### src/rtl/sys_defs.sv
// Core-wide sizing defines and the packet layouts shared between the
// functional units, the CDB producer and its consumers.
`ifndef SYS_DEFS_SV
`define SYS_DEFS_SV

`ifndef XLEN
`define XLEN 32
`endif
`ifndef ROB_LEN
`define ROB_LEN 16
`endif
`ifndef NUM_FU
`define NUM_FU 4
`endif

package sys_defs;

    localparam int ROB_TAG_W = $clog2(`ROB_LEN);

    typedef struct packed {
        logic [ROB_TAG_W-1:0] tag;
        logic                 valid;
    } REG_TAG;

    // Broadcast layout consumed by the ROB, reservation stations and map table.
    typedef struct packed {
        logic              no_output;
        REG_TAG            reg_tag;
        logic [`XLEN-1:0]  reg_value;
        logic              take_branch;
    } CDB_PACKET;

    typedef struct packed {
        logic                 valid;
        logic [ROB_TAG_W-1:0] tag;
        logic                 has_dest;
        logic [`XLEN-1:0]     value;
        logic                 take_branch;
    } FU2CDB_PACKET;

    function automatic int rr_next(int idx, int n);
        return (idx + 1) % n;
    endfunction

endpackage

`endif

### src/rtl/cdb_arbiter_rr.sv
// Combinational round-robin picker: first request at or after rr_ptr,
// wrapping modulo N, returned one-hot.
module rr_arbiter
    import sys_defs::*;
#(
    parameter int N     = 4,
    parameter int PTR_W = 2
) (
    input  logic [N-1:0]     req,
    input  logic [PTR_W-1:0] rr_ptr,
    output logic [N-1:0]     grant
);

    always_comb begin
        logic             found;
        logic [PTR_W-1:0] idx;
        grant = '0;
        found = 1'b0;
        idx   = '0;
        for (int k = 0; k < N; k++) begin
            idx = PTR_W'((int'(rr_ptr) + k) % N);
            if (!found && req[idx]) begin
                grant[idx] = 1'b1;
                found      = 1'b1;
            end
        end
    end

endmodule

### src/rtl/cdb_arbiter.sv
// Completion-side CDB producer: one-entry result buffer per FU, round-robin
// grant of one buffer per cycle, registered broadcast honoring stall/squash.
module cdb_arbiter
    import sys_defs::*;
#(
    parameter int NUM_FU = `NUM_FU,
    parameter int TAG_W  = $clog2(`ROB_LEN),
    parameter int XLEN   = `XLEN
) (
    input  logic                         clock,
    input  logic                         reset,
    input  logic                         stall,
    input  logic                         squash,
    input  logic [NUM_FU-1:0]            fu_valid,
    input  logic [NUM_FU-1:0][TAG_W-1:0] fu_tag,
    input  logic [NUM_FU-1:0]            fu_has_dest,
    input  logic [NUM_FU-1:0][XLEN-1:0]  fu_value,
    input  logic [NUM_FU-1:0]            fu_take_branch,
    output logic [NUM_FU-1:0]            fu_ready,
    output logic                         cdb_no_output,
    output logic [TAG_W-1:0]             cdb_tag,
    output logic                         cdb_tag_valid,
    output logic [XLEN-1:0]              cdb_value,
    output logic                         cdb_take_branch
);

    localparam int PTR_W = (NUM_FU > 1) ? $clog2(NUM_FU) : 1;

    typedef struct packed {
        logic [TAG_W-1:0] tag;
        logic             has_dest;
        logic [XLEN-1:0]  value;
        logic             take_branch;
    } entry_t;

    logic [NUM_FU-1:0] held, req, grant, xfer;
    entry_t [NUM_FU-1:0] buf_q;
    logic [PTR_W-1:0] rr_ptr, grant_idx;
    logic             fire;
    entry_t           sel;

    // Gating the request vector keeps grant, pointer and buffer clears consistent.
    assign req = (stall || squash) ? '0 : held;

    rr_arbiter #(.N(NUM_FU), .PTR_W(PTR_W)) u_rr (
        .req    (req),
        .rr_ptr (rr_ptr),
        .grant  (grant)
    );

    assign fu_ready = ~held | (grant & {NUM_FU{~stall}});
    assign xfer     = fu_valid & fu_ready;
    assign fire     = |grant;

    always_comb begin
        grant_idx = '0;
        for (int i = 0; i < NUM_FU; i++)
            if (grant[i]) grant_idx = PTR_W'(i);
    end

    assign sel = buf_q[grant_idx];

    // A refill wins over the grant clear: the old entry is already on its way out.
    always_ff @(posedge clock) begin
        for (int i = 0; i < NUM_FU; i++) begin
            if (reset || squash)
                held[i] <= 1'b0;
            else if (xfer[i])
                held[i] <= 1'b1;
            else if (grant[i])
                held[i] <= 1'b0;
            if (xfer[i] && !squash)
                buf_q[i] <= '{tag: fu_tag[i], has_dest: fu_has_dest[i],
                              value: fu_value[i], take_branch: fu_take_branch[i]};
        end
    end

    always_ff @(posedge clock) begin
        if (reset)
            rr_ptr <= '0;
        else if (fire)
            rr_ptr <= PTR_W'(rr_next(int'(grant_idx), NUM_FU));
    end

    always_ff @(posedge clock) begin
        if (reset) begin
            cdb_no_output   <= 1'b1;
            cdb_tag         <= '0;
            cdb_tag_valid   <= 1'b0;
            cdb_value       <= '0;
            cdb_take_branch <= 1'b0;
        end else if (squash) begin
            cdb_no_output   <= 1'b1;
            cdb_tag_valid   <= 1'b0;
            cdb_take_branch <= 1'b0;
        end else if (!stall) begin
            cdb_no_output <= ~fire;
            if (fire) begin
                cdb_tag         <= sel.tag;
                cdb_tag_valid   <= sel.has_dest;
                cdb_value       <= sel.value;
                cdb_take_branch <= sel.take_branch;
            end
        end
    end

endmodule

### config.mk
export PLATFORM = sky130hd
export DESIGN_NAME = cdb_arbiter
export DESIGN_NICKNAME = d
export VERILOG_FILES = /design/src/rtl/sys_defs.sv /design/src/rtl/cdb_arbiter_rr.sv /design/src/rtl/cdb_arbiter.sv
export SDC_FILE = /design/constraint.sdc
export NUM_CORES = 1
export LEC_CHECK = 0
export CORE_UTILIZATION = 52
export DETAILED_ROUTE_END_ITERATION = 10
export GPL_ROUTABILITY_DRIVEN = 0
export HOLD_SLACK_MARGIN = 0.08
export PLACE_DENSITY = 0.95
export SYNTH_ARGS = -nofsm -noshare
export SYNTH_HDL_FRONTEND = slang
export SYNTH_HIERARCHICAL = 1
export SYNTH_SLANG_ARGS = --single-unit
### constraint.sdc
create_clock -name clock -period 11.4 [get_ports clock]
set_input_delay 2.28 -clock clock [delete_from_list [all_inputs] [get_ports clock]]
set_output_delay 2.28 -clock clock [all_outputs]
set_load 0.1 [all_outputs]
**Word-level counts from Yosys, hierarchy flattened**

Cells that the tools add are included.

- Register bits after elaboration: 197
- Output and inout port bits: 43

- Add/subtract/negate cells: 4
- Order comparisons: 9
- Muxes and demuxes: 37
- Bitwise gates (word level): 10
- Reduce and logical (&&, ||, !) cells: 25

Operators by type and width:

| cell | count |
|---|---|
| $bmux 38 s2 | 1 |
| $mux 38 | 1 |
| $mux 1 | 20 |
| $mux 4 | 5 |
| $or 4x4->4 | 4 |
| $lt 2x3->1 const B | 5 |
| $logic_and 1x1->1 | 11 |
| $and 4x4->4 | 2 |
| $bmux 1 s2 | 4 |
| $demux 1 s2 | 4 |
| $ge 2x1->1 const B | 4 |
| $reduce_bool 2->1 | 4 |
| $add 2x1->2 const B | 2 |
| $add 2x2->2 const B | 2 |
| $logic_not 1->1 | 4 |
| $mux 2 | 2 |
| $not 4->4 | 1 |
| $reduce_or 4->1 | 1 |
| $not 1->1 | 3 |
| $reduce_and 3->1 | 1 |
| $logic_or 1x1->1 | 2 |
| $reduce_and 2->1 | 1 |
| $reduce_or 2->1 | 1 |

**Logic depth before layout (Yosys ltp)**

Gate-level depths: netlist (run 1).

- Word-level depth: 19
- Depth in mapped cells: 16
- Depth with buffers taken out: 9

**Modules after synthesis**

The synthesis (run 1) kept the hierarchy.

By module, submodules not included:

| module | instances | cells each | area an instance (um^2) | seq. area each (um^2) |
|---|---|---|---|---|
| cdb_arbiter | 1 | 427 | 7303.3 | 5465.2 |
| rr_arbiter | 1 | 36 | 337.8 | 0.0 |

**Worst setup path after synthesis (run 1)**

No wires, ideal clock.

- Path type: input-to-output
- Start: input port stall
- End: output port fu_ready[1]
- Arrival time: 6.791 ns
- Path slack: 2.329 ns
- Cell stages on the path: 12
- Path buffers: 4
- Path through: clkbuf_1 nor2_1 clkbuf_1 and2_1 mux4_2 buf_6 nor4b_4 nand2_1 o211ai_1 buf_1 inv_1 o21ai_0

- Word-level cells in the longest chain between the ends: 16
- Elaborated cells on any way between the ends: 29
- Classes of those cells: mux: 16; bitwise: 6; reduce/logical: 7

Ends and longest elaborated chain:

| item | line | RTL |
|---|---|---|
| start, declared | cdb_arbiter.sv:12 | `input logic stall,` |
| $logic_or 1x1->1 * | cdb_arbiter.sv:43 | `assign req = (stall \|\| squash) ? '0 : held;` |
| $mux 4 * | cdb_arbiter.sv:43 |  |
| net req[3] | cdb_arbiter.sv:36 | `logic [NUM_FU-1:0] held, req, grant, xfer;` |
| $bmux 1 s2 | cdb_arbiter_rr.sv:22 | `if (!found && req[idx]) begin` |
| $mux 1 (implied by the code) | cdb_arbiter_rr.sv:22 |  |
| $mux 1 | cdb_arbiter_rr.sv:22 |  |
| $logic_not 1->1 | cdb_arbiter_rr.sv:22 |  |
| $logic_and 1x1->1 | cdb_arbiter_rr.sv:22 |  |
| [2 not listed] | -- |  |
| $logic_and 1x1->1 | cdb_arbiter_rr.sv:22 |  |
| $mux 1 | cdb_arbiter_rr.sv:22 |  |
| $logic_not 1->1 | cdb_arbiter_rr.sv:22 |  |
| $logic_and 1x1->1 | cdb_arbiter_rr.sv:22 |  |
| $mux 4 * | cdb_arbiter_rr.sv:22 |  |
| net grant[1] | cdb_arbiter.sv:36 |  |
| $and 4x4->4 * | cdb_arbiter.sv:51 | `assign fu_ready = ~held \| (grant & {NUM_FU{~stall}});` |
| $or 4x4->4 * | cdb_arbiter.sv:51 |  |
| end, declared | cdb_arbiter.sv:19 | `output logic [NUM_FU-1:0] fu_ready,` |

Mark *: on every way through the listed nets, which the timed path passes. The rest lies on a longest branch. The select of a mux whose other input is x is not followed.

**Worst setup path in the final report (run 1)**

- Start: input port stall
- End: output port fu_ready[2]

The elaborated chain is that of the path after synthesis.

==> results of run 1 <==
==> worst max path at each step <==
stage	startpoint	endpoint	slack (ns)
3_5_place_dp	stall	fu_ready[2]	2.66
6_report	stall	fu_ready[2]	2.56
5_1_grt	stall	fu_ready[2]	2.36
2_1_floorplan	stall	fu_ready[1]	2.33
4_1_cts	stall	fu_ready[2]	2.62
3_3_place_gp	stall	fu_ready[2]	2.88
==> metrics by stage <==
stage	util, %	power [mW]	area (µm²)	hold WS (ns)	cells
2_1_floorplan	-	1.03	7640	0.508	463
3_3_place_gp	69.2	1.14	9760	0.482	811
3_5_place_dp	69.2	1.15	9760	0.516	811
4_1_cts	73.0	1.70	10300	0.525	843
5_1_grt	73.0	1.74	10300	0.549	843
6_report	73.0	1.70	10300	0.523	843
==> state kept, by name, summed over array words and instances (netlist names) <==
| signal | count |
|---|---|
| buf_q | 152 |
| cdb_tag | 4 |
| rr_ptr | 2 |
| cdb_no_output | 1 |
| held | 4 |
| cdb_value | 32 |
| cdb_take_branch | 1 |
| cdb_tag_valid | 1 |
==> cell families (layout without fill, tap and decap cells) <==
group	count (synthesis)	in the layout
buffers and inverters	48	248
AO/OA/AOI/OAI	138	138
adder cells (fa/ha/maj)	6	6
AND/OR/NAND/NOR	32	32
flip-flops	197	197
multiplexers	42	42
==> report_power, final <==
group | total [mW] | switching (mW) | internal [mW]
Combinational | 0.311 | 0.198 | 0.113
Clock | 0.554 | 0.260 | 0.294
Sequential | 0.833 | 0.0192 | 0.814
==> layout make-up <==
class / instances / share of cell area (%)
Clock buffer: 23 / 4.55
Clock inverter: 9 / 0.681
Inverter: 11 / 0.401
Multi-Input combinational cell: 218 / 19.3
Sequential cell: 197 / 53.1
Tap cell: 180 / 2.19
Timing Repair Buffer: 205 / 19.8
==> synth_stat cells (5+ instances only) <==
cell      instances
dfxtp_1          45
inv_1            11
nor2_1            8
mux2_2           38
o21ai_0           5
edfxtp_1        152
a222oi_1         38
ha_1              6
buf_6             5
a211oi_2         30
nand2_1           9
and2_1            6
clkbuf_1         26
a211oi_1         10
a21oi_1          42
==> routing by layer <==
layer / share of wire [%] / vias to the layer above / routed length, µm / global-route usage (%)
li1: - / 2252 / - / -
met1: 36 / 2624 / 7870 / 37.5
met2: 50 / 445 / 11000 / 49.8
met3: 10 / 57 / 2230 / 6.64
met4: 3.6 / 0 / 793 / 13.8
met5: 0 / - / 0 / 0
==> critical path, stage by stage <==
cell and delay (ns):
clkdlybuf4s50_1 0.61, nor2_4 0.87, and2_1 0.31, mux4_2 0.41
a21oi_1 0.08, a21o_2 0.20, o211ai_1 0.24, inv_1 0.15
o21ai_0 0.23, clkdlybuf4s50_1 1.17
==> reports/qor.yml, run 1 <==
run_status:
  status: "finished clean"
power_and_ir_drop:
  power_density_nw_per_um2: 165
  p_leak_nw: 3.44
  peakVddDrop_uv: 140
clock_tree:
  cts-buffers-inserted: 17
  cts_hold_buffers: 0
  cts_tree: "built"
  clk_pin_slew_worst_paths_ns: 0.06
  ctsLongestPathBuffers: 2
  cts_root_buf: "clkbuf_16"
  cts-htree-levels: 4
  cts_sinks: 197
  ctsResizeCount: 0
  clk-insertion-delay-late_ns: 0.42
  post_cts_buffers: 0
floorplan:
  initial_utilization_pct: 54.2
  coreArea_um2: 14100
  fp.dieH_um: 123
  die_x_um: 123
  ioPinCount: 203
  die_area_um2: 15200
  num_rows: 43
yosys:
  synth_area_um2: 7640
  syn-num-nets: 629
  synth_flop_cell: "edfxtp_1"
  syn_area_per_cell_um2: 16.5
  synth-edff-count: 152
  yosysSeqAreaShare_pct: 71.5
  muxShareOfSynthArea_pct: 6.88
  netlist.area_leader.share_pct: 59.7
  synthXorXnorAreaFrac_pct: 0
  synth_top_family_by_area: "compound AO/OA/AOI/OAI gates"
  synth_cells: 463
  synth-compound-area-share_pct: 15.3
  synthAdderAreaFrac_pct: 0.982
  yosys_warnings: 6
  async_flop_share_pct: 0
  synth-simple-area-share_pct: 2.42
  synth_top_cell_by_area: "edfxtp_1"
  synth_area_leaders: "edfxtp_1 60%, dfxtp_1 12%, mux2_2 5.6%"
  yosysUniqueCellTypes: 29
  synth-seq-cells: 197
route:
  vias: 5378
  drt-total-wl_um: 21900
  vias_per_cell: 6.38
  drc: 0
  drtAntennaViolNets: 0
  post_drt_wl_per_cell_um: 26.0
  first_pass_iters: 6
  drtIter0Drc: 791
placement:
  pre_cts_slack_ns: 2.66
  port_buffers: 202
  place_hpwl_um: 13500
worst_setup_path:
  r2r-end: "cdb_value[23]"
  worst_setup_path_start_kind: "primary input"
  crit_fanout: 41
  required_ns: 9.12
  cp-end-kind: "primary output"
  r2r_cells: 10
  worstSetupPathType: "primary input to primary output"
  r2r-start: "rr_ptr[0]"
  arrival_ns: 6.56
  ff2ff_setup_slack_ns: 6.53
global_routing:
  grt_max_degree: 44
  grt_usage_pct: 30.0
  antenna_found_initial: 0
  grt_pass1_vias: 5553
  grt_pass1_wl_um: 32500
  grt_overflow: 0
run:
  cap_violations: 0
worst_hold_path:
  hold_start: "cdb_no_output"
  worstHoldEndpoint: "cdb_no_output"
  holdCritPathClass: "flop to flop"
  hold-path-cell-count: 2
timing:
  fin_ws_ns: 2.56
  fmax_ghz: 0.113
  skew_ns: 0.0151
  setup_viol_count_final: 0
  post-route-period-util_pct: 77.5
  tightest_slew_ns: 1.17
  timing.final.crit_period_ns: 8.84
  relSlewSlack_pct: 22.1
  setup_tns_ns: 0
  slew_violations: 0
  rsz0062_at_grt: "false"
  hold_viol: 0
cells_and_area:
  num-nets-final: 816
  fill_cells: 833
  register_area_um2: 5470
  layout_commonest_cell: "clkdlybuf4s50_1"
  layout-drive-gt1-share_pct: 17.6
  syn_to_final_growth_pct: 34.7
  diodes: 0
  final_cell_mix: "201 x clkdlybuf4s50_1, 152 x edfxtp_1, 45 x dfxtp_1, 42 x a21oi_1"
  multi_input_area_um2: 1980
Note: power is estimated with default switching activity, not from simulation.
==> run 2, diff against run 1 <==
- CORE_UTILIZATION: 52 -> 44
- PLACE_DENSITY: 0.95 -> 0.88
- clock period: 11.4 -> 7.6 ns (I/O delays scaled with it)
==> reports/qor.yml, run 2 (synthesis gave the netlist of run 1 again) <==
route:
  vias: 5109
  vias_per_cell: 5.78
  drt-total-wl_um: 19200
  drtIter0Drc: 477
  post_drt_wl_per_cell_um: 21.7
  drc: 0
  drtAntennaViolNets: 0
  first_pass_iters: 9
placement:
  placed_cells: 852
  place_hpwl_um: 12300
  port_buffers: 202
timing:
  skew_ns: 0.00819
  hold_ws_ns: 0.517
  hold_viol: 0
  setup_tns_ns: 0
  slew_violations: 0
  timing.final.crit_period_ns: 6.48
  rsz0062_at_grt: "false"
  tightest_slew_ns: 1.11
  post-route-period-util_pct: 85.3
  fmax_ghz: 0.154
  setup_viol_count_final: 0
  relSlewSlack_pct: 26.2
clock_tree:
  cts-htree-levels: 4
  cts_root_buf: "clkbuf_16"
  cts_tree: "built"
  cts_sinks: 197
  post_cts_buffers: 0
  clk_pin_slew_worst_paths_ns: 0.07
  cts-buffers-inserted: 17
  ctsLongestPathBuffers: 2
  clk-insertion-delay-late_ns: 0.43
  ctsResizeCount: 0
  cts_hold_buffers: 0
run_status:
  status: "finished clean"
worst_setup_path:
  worst_setup_path_start_kind: "primary input"
  arrival_ns: 4.96
  ff2ff_setup_slack_ns: 3.02
  crit_path_max_incr_delay_ns: 0.71
  required_ns: 6.08
  r2r_cells: 11
  crit_fanout: 41
  r2r-end: "cdb_tag[1]"
  r2r-start: "rr_ptr[0]"
  cpMostUsedCell: "buf_4"
  crit_slowest_cell: "clkdlybuf4s50_1"
  path_cells: "clkdlybuf4s50_1, nor2_4, buf_4, and2_1, mux4_2, nor4b_4, nand2_1, o211ai_1, inv_1, o21ai_0, buf_4"
  worstSetupPathType: "primary input to primary output"
  cp-end-kind: "primary output"
power_and_ir_drop:
  power.share.clock_pct: 33.4
  power_frac_comb_pct: 17.8
  peakVddDrop_uv: 160
  switching_share_pct: 27.7
  power_frac_seq_pct: 48.8
  p_leak_nw: 3.46
  finalPower_mw: 2.55
  power_density_nw_per_um2: 246
  p_int_mw: 1.85
  p_switching_uw: 706
floorplan:
  die_x_um: 134
  die_area_um2: 17900
  fp.dieH_um: 134
  coreArea_um2: 16800
  num_rows: 47
  ioPinCount: 203
  initial_utilization_pct: 45.6
cells_and_area:
  fin_cells: 884
  reg_top3: "buf_q: 152 flops, cdb_value: 32 flops"
  layout-drive-gt1-share_pct: 19.0
  num-nets-final: 817
  layout_commonest_cell: "clkdlybuf4s50_1"
  diodes: 0
  final_cell_mix: "197 x clkdlybuf4s50_1, 152 x edfxtp_1, 45 x dfxtp_1, 42 x a21oi_1"
  largest_reg_flops: 152
  syn_to_final_growth_pct: 35.6
  top_register: "buf_q"
global_routing:
  grt_max_degree: 44
  grt_pass1_vias: 5339
  antenna_found_initial: 0
  grt_pass1_wl_um: 29700
  grt_overflow: 0
  grt_usage_pct: 22.3
worst_hold_path:
  holdCritPathClass: "flop to flop"
  hold-path-cell-count: 2
  hold_start: "cdb_no_output"
  worstHoldEndpoint: "cdb_no_output"
run:
  cap_violations: 0
## run 2: cell count changes in the layout (fill, tap and decap cells not counted), sizes merged, moves of 2 or more
cell           previous run  this run
buf                       4         9
clkbuf                   23        17
clkdlybuf4s50           201       197
clkinv                    3         9
clkinvlp                  3         1
## run 2: cell type report
cell class                 count  area (µm²)
clock buffer                  17         425
clock inverter                15         131
fill                        1185        6400
inverter                      11        41.3
multi-input combinational    218        1980
sequential                   197        5470
tap                          220         275
timing repair buffer         206        2040
## run 2: power by group through the flow
stage | Combinational (mW) | Sequential, mW | Clock [mW]
after floorplan | 0.176 | 1.37 | 0
after global placement | 0.437 | 1.27 | 0
after detailed placement | 0.449 | 1.27 | 0
after CTS | 0.453 | 1.25 | 0.864
after global routing | 0.478 | 1.25 | 0.902
final | 0.454 | 1.25 | 0.851
## run 2: worst max-delay path by stage
stage / from / endpoint / slack [ns] / cells past startpoint
CTS: stall / fu_ready[2] / 1.22 / 11
finish: stall / fu_ready[2] / 1.12 / 11
global route: stall / fu_ready[2] / 0.98 / 11
global placement: stall / cdb_value[2] / 1.42 / 13
detailed placement: stall / cdb_value[23] / 1.13 / 13
floorplan: stall / buf_q[100] / 0.27 / 12
## run 2: worst max-delay path, delay by kind of cell
family / cells / cell delay (ns)
compound gates: 2 / 0.49
buf+inv: 4 / 1.48
mux: 1 / 0.62
simple gates: 4 / 0.84
## run 2: stage by stage
stage / setup WS [ns] / utilization [%] / instance area [µm²]
finish: 1.12 / 61.8 / 10400
global route: 0.984 / 61.8 / 10400
CTS: 1.22 / 61.8 / 10400
detailed placement: 1.13 / 58.5 / 9800
global placement: 1.42 / 58.5 / 9800
floorplan: 0.269 / - / 7640
## run 2: layer usage
layer	vias to the layer above	wire [µm]	GRT usage (%)
li1	2256	-	-
met5	-	0	0
met4	0	468	9.15
met1	2520	7520	27.9
met2	289	9870	37.9
met3	44	1350	4.46
==> run 3, diff against run 2 <==
- ABC_AREA: unset -> 1
- CORE_UTILIZATION: 44 -> 54
- PLACE_DENSITY: 0.88 -> 0.95
- clock period: 7.6 -> 7.8 ns (I/O delays scaled with it)
==> reports/qor.yml, run 3 <==
cells_and_area:
  largest_reg_flops: 152
  fin_cells: 1375
  syn_to_final_growth_pct: 31.8
  final_area_um2: 11300
  layout-drive-gt1-share_pct: 4.98
  final_util_pct: 73.8
  num-nets-final: 1318
  top_register: "buf_q"
  layout_commonest_cell: "nand2_1"
  reg_top3: "buf_q: 152 flops, cdb_value: 32 flops"
  final_cell_mix: "257 x nand2_1, 231 x nor2_1, 201 x clkdlybuf4s50_1, 152 x edfxtp_1, 133 x inv_1"
  diodes: 0
placement:
  place_area_um2: 10800
  port_buffers: 202
  placed_cells: 1344
  pre_cts_slack_ns: 1.22
  place_hpwl_um: 14500
route:
  drtAntennaViolNets: 0
  drtIter0Drc: 504
  vias: 6929
  post_drt_wl_per_cell_um: 15.8
  first_pass_iters: 5
  drc: 0
  vias_per_cell: 5.04
  drt-total-wl_um: 21700
timing:
  rsz0062_at_grt: "false"
  skew_ns: 0.0193
  post-route-period-util_pct: 85.1
  hold_ws_ns: 0.492
  fin_ws_ns: 1.16
  relSlewSlack_pct: 19.0
  fmax_ghz: 0.151
  hold_viol: 0
  timing.final.crit_period_ns: 6.64
  setup_tns_ns: 0
  slew_violations: 0
  setup_viol_count_final: 0
  tightest_slew_ns: 1.21
yosys:
  synth_area_um2: 8610
  synth_top_cell_by_area: "edfxtp_1"
  synth_cells: 961
  synth_area_leaders: "edfxtp_1 53%, nand2_1 11%, dfxtp_1 10%"
  synth-seq-cells: 197
  synth_top_cells_by_count: "259 x nand2_1, 235 x nor2_1, 152 x edfxtp_1, 133 x inv_1, 61 x nand3_1"
  synth-edff-count: 152
  synth_flop_cell: "edfxtp_1"
  synth_most_common_cell: "nand2_1"
  yosysUniqueCellTypes: 22
  yosysSeqAreaShare_pct: 63.5
  yosys_warnings: 6
  syn_area_per_cell_um2: 8.96
  async_flop_share_pct: 0
  syn-num-nets: 1127
  netlist.area_leader.share_pct: 53.0
power_and_ir_drop:
  power_density_nw_per_um2: 370
  finalPower_mw: 4.20
  p_leak_nw: 4.85
  peakVddDrop_uv: 269
worst_setup_path:
  r2r_cells: 17
  path_cells: "clkdlybuf4s50_1, inv_1, nand2_1, nor2_1, nand2_1, nand3_2, nand2_4, nand2_4, nor2_4, nand2_1, nand3_1, inv_2, o21ai_0, clkdlybuf4s50_1"
  crit_fanout: 6
  worst_setup_path_start_kind: "primary input"
  worstSetupPathType: "primary input to primary output"
  crit_path_max_incr_delay_ns: 1.19
  cp.buffers_inverters: 4
  crit_family: "buffers and inverters"
  cp-end-kind: "primary output"
  required_ns: 6.24
  worst-path-stages: 14
  cpMostUsedCell: "nand2_1"
  crit_slowest_cell: "clkdlybuf4s50_1"
  arrival_ns: 5.08
global_routing:
  antenna_found_initial: 0
  grt_pass1_vias: 6899
  grt_max_degree: 79
  grt_overflow: 0
  grt_usage_pct: 27.4
  grt_pass1_wl_um: 33600
clock_tree:
  ctsLongestPathBuffers: 2
  cts-htree-levels: 4
  clk_pin_slew_worst_paths_ns: 0.08
  cts-buffers-inserted: 17
  cts_root_buf: "clkbuf_16"
  ctsResizeCount: 0
  cts_hold_buffers: 0
  post_cts_buffers: 0
  cts_sinks: 197
  clk-insertion-delay-late_ns: 0.43
  cts_tree: "built"
floorplan:
  coreArea_um2: 15400
  initial_utilization_pct: 56.0
  fp.dieH_um: 128
  die_x_um: 128
  num_rows: 45
  ioPinCount: 203
  die_area_um2: 16500
worst_hold_path:
  hold-path-cell-count: 2
  holdCritPathClass: "flop to flop"
run:
  cap_violations: 0
run_status:
  status: "finished clean"
-- run 3: path summary, 6_finish.rpt --
path	startpoint	to	slack, ns
hold reg to reg	held[0]	held[0]	0.49
setup reg to reg	rr_ptr[0]	cdb_value[26]	3.21
hold / removal	held[0]	held[0]	0.49
setup / recovery	squash	fu_ready[2]	1.16
-- run 3: layout make-up --
class / instances / area [µm²]
tap: 211 / 264
clock buffer: 19 / 433
timing repair buffer: 209 / 2070
multi-input combinational: 588 / 2460
inverter: 139 / 522
sequential: 197 / 5470
fill: 1021 / 4020
clock inverter: 12 / 130
-- run 3: logic make-up after synthesis --
family / Yosys count / synth area share (%)
AOI/OAI and AO/OA: 15 / 0.915
adders and majority gates: 6 / 0.872
buffers and inverters: 176 / 8.39
DFF: 197 / 63.5
and+or+nand+nor: 567 / 26.3
-- run 3: per-layer routing --
layer,track usage [%],wire length (µm),share of wire (%)
met1,31.1,8090,37
met2,47.8,11000,51
met3,5.34,1710,7.9
met4,16.3,851,3.9
met5,0,0,0
-- run 3: worst reg2reg max path, stage by stage, from the launching register on --
cell and delay [ns]:
dfxtp_1 0.55, inv_2 0.18, ha_1 0.38, inv_1 0.11
nand3_1 0.08, nand2_1 0.12, nand2_4 0.08, nor2_4 0.14
nand2_1 0.08, nand3_2 0.07, buf_4 0.45, nand2_2 0.68
nand2_2 0.98, nand2_1 0.24, nand2_1 0.16, nand2_1 0.06
nor2_1 0.08, nor2_1 0.05
-- run 3: where the power goes --
part           leakage (nW)  internal (mW)  total, mW  switching [mW]
Clock                 0.265          0.471      0.844           0.373
Combinational          2.79          0.569       2.04            1.48
Sequential             1.79           1.25       1.31          0.0571
Total                  4.85           2.29       4.20            1.91
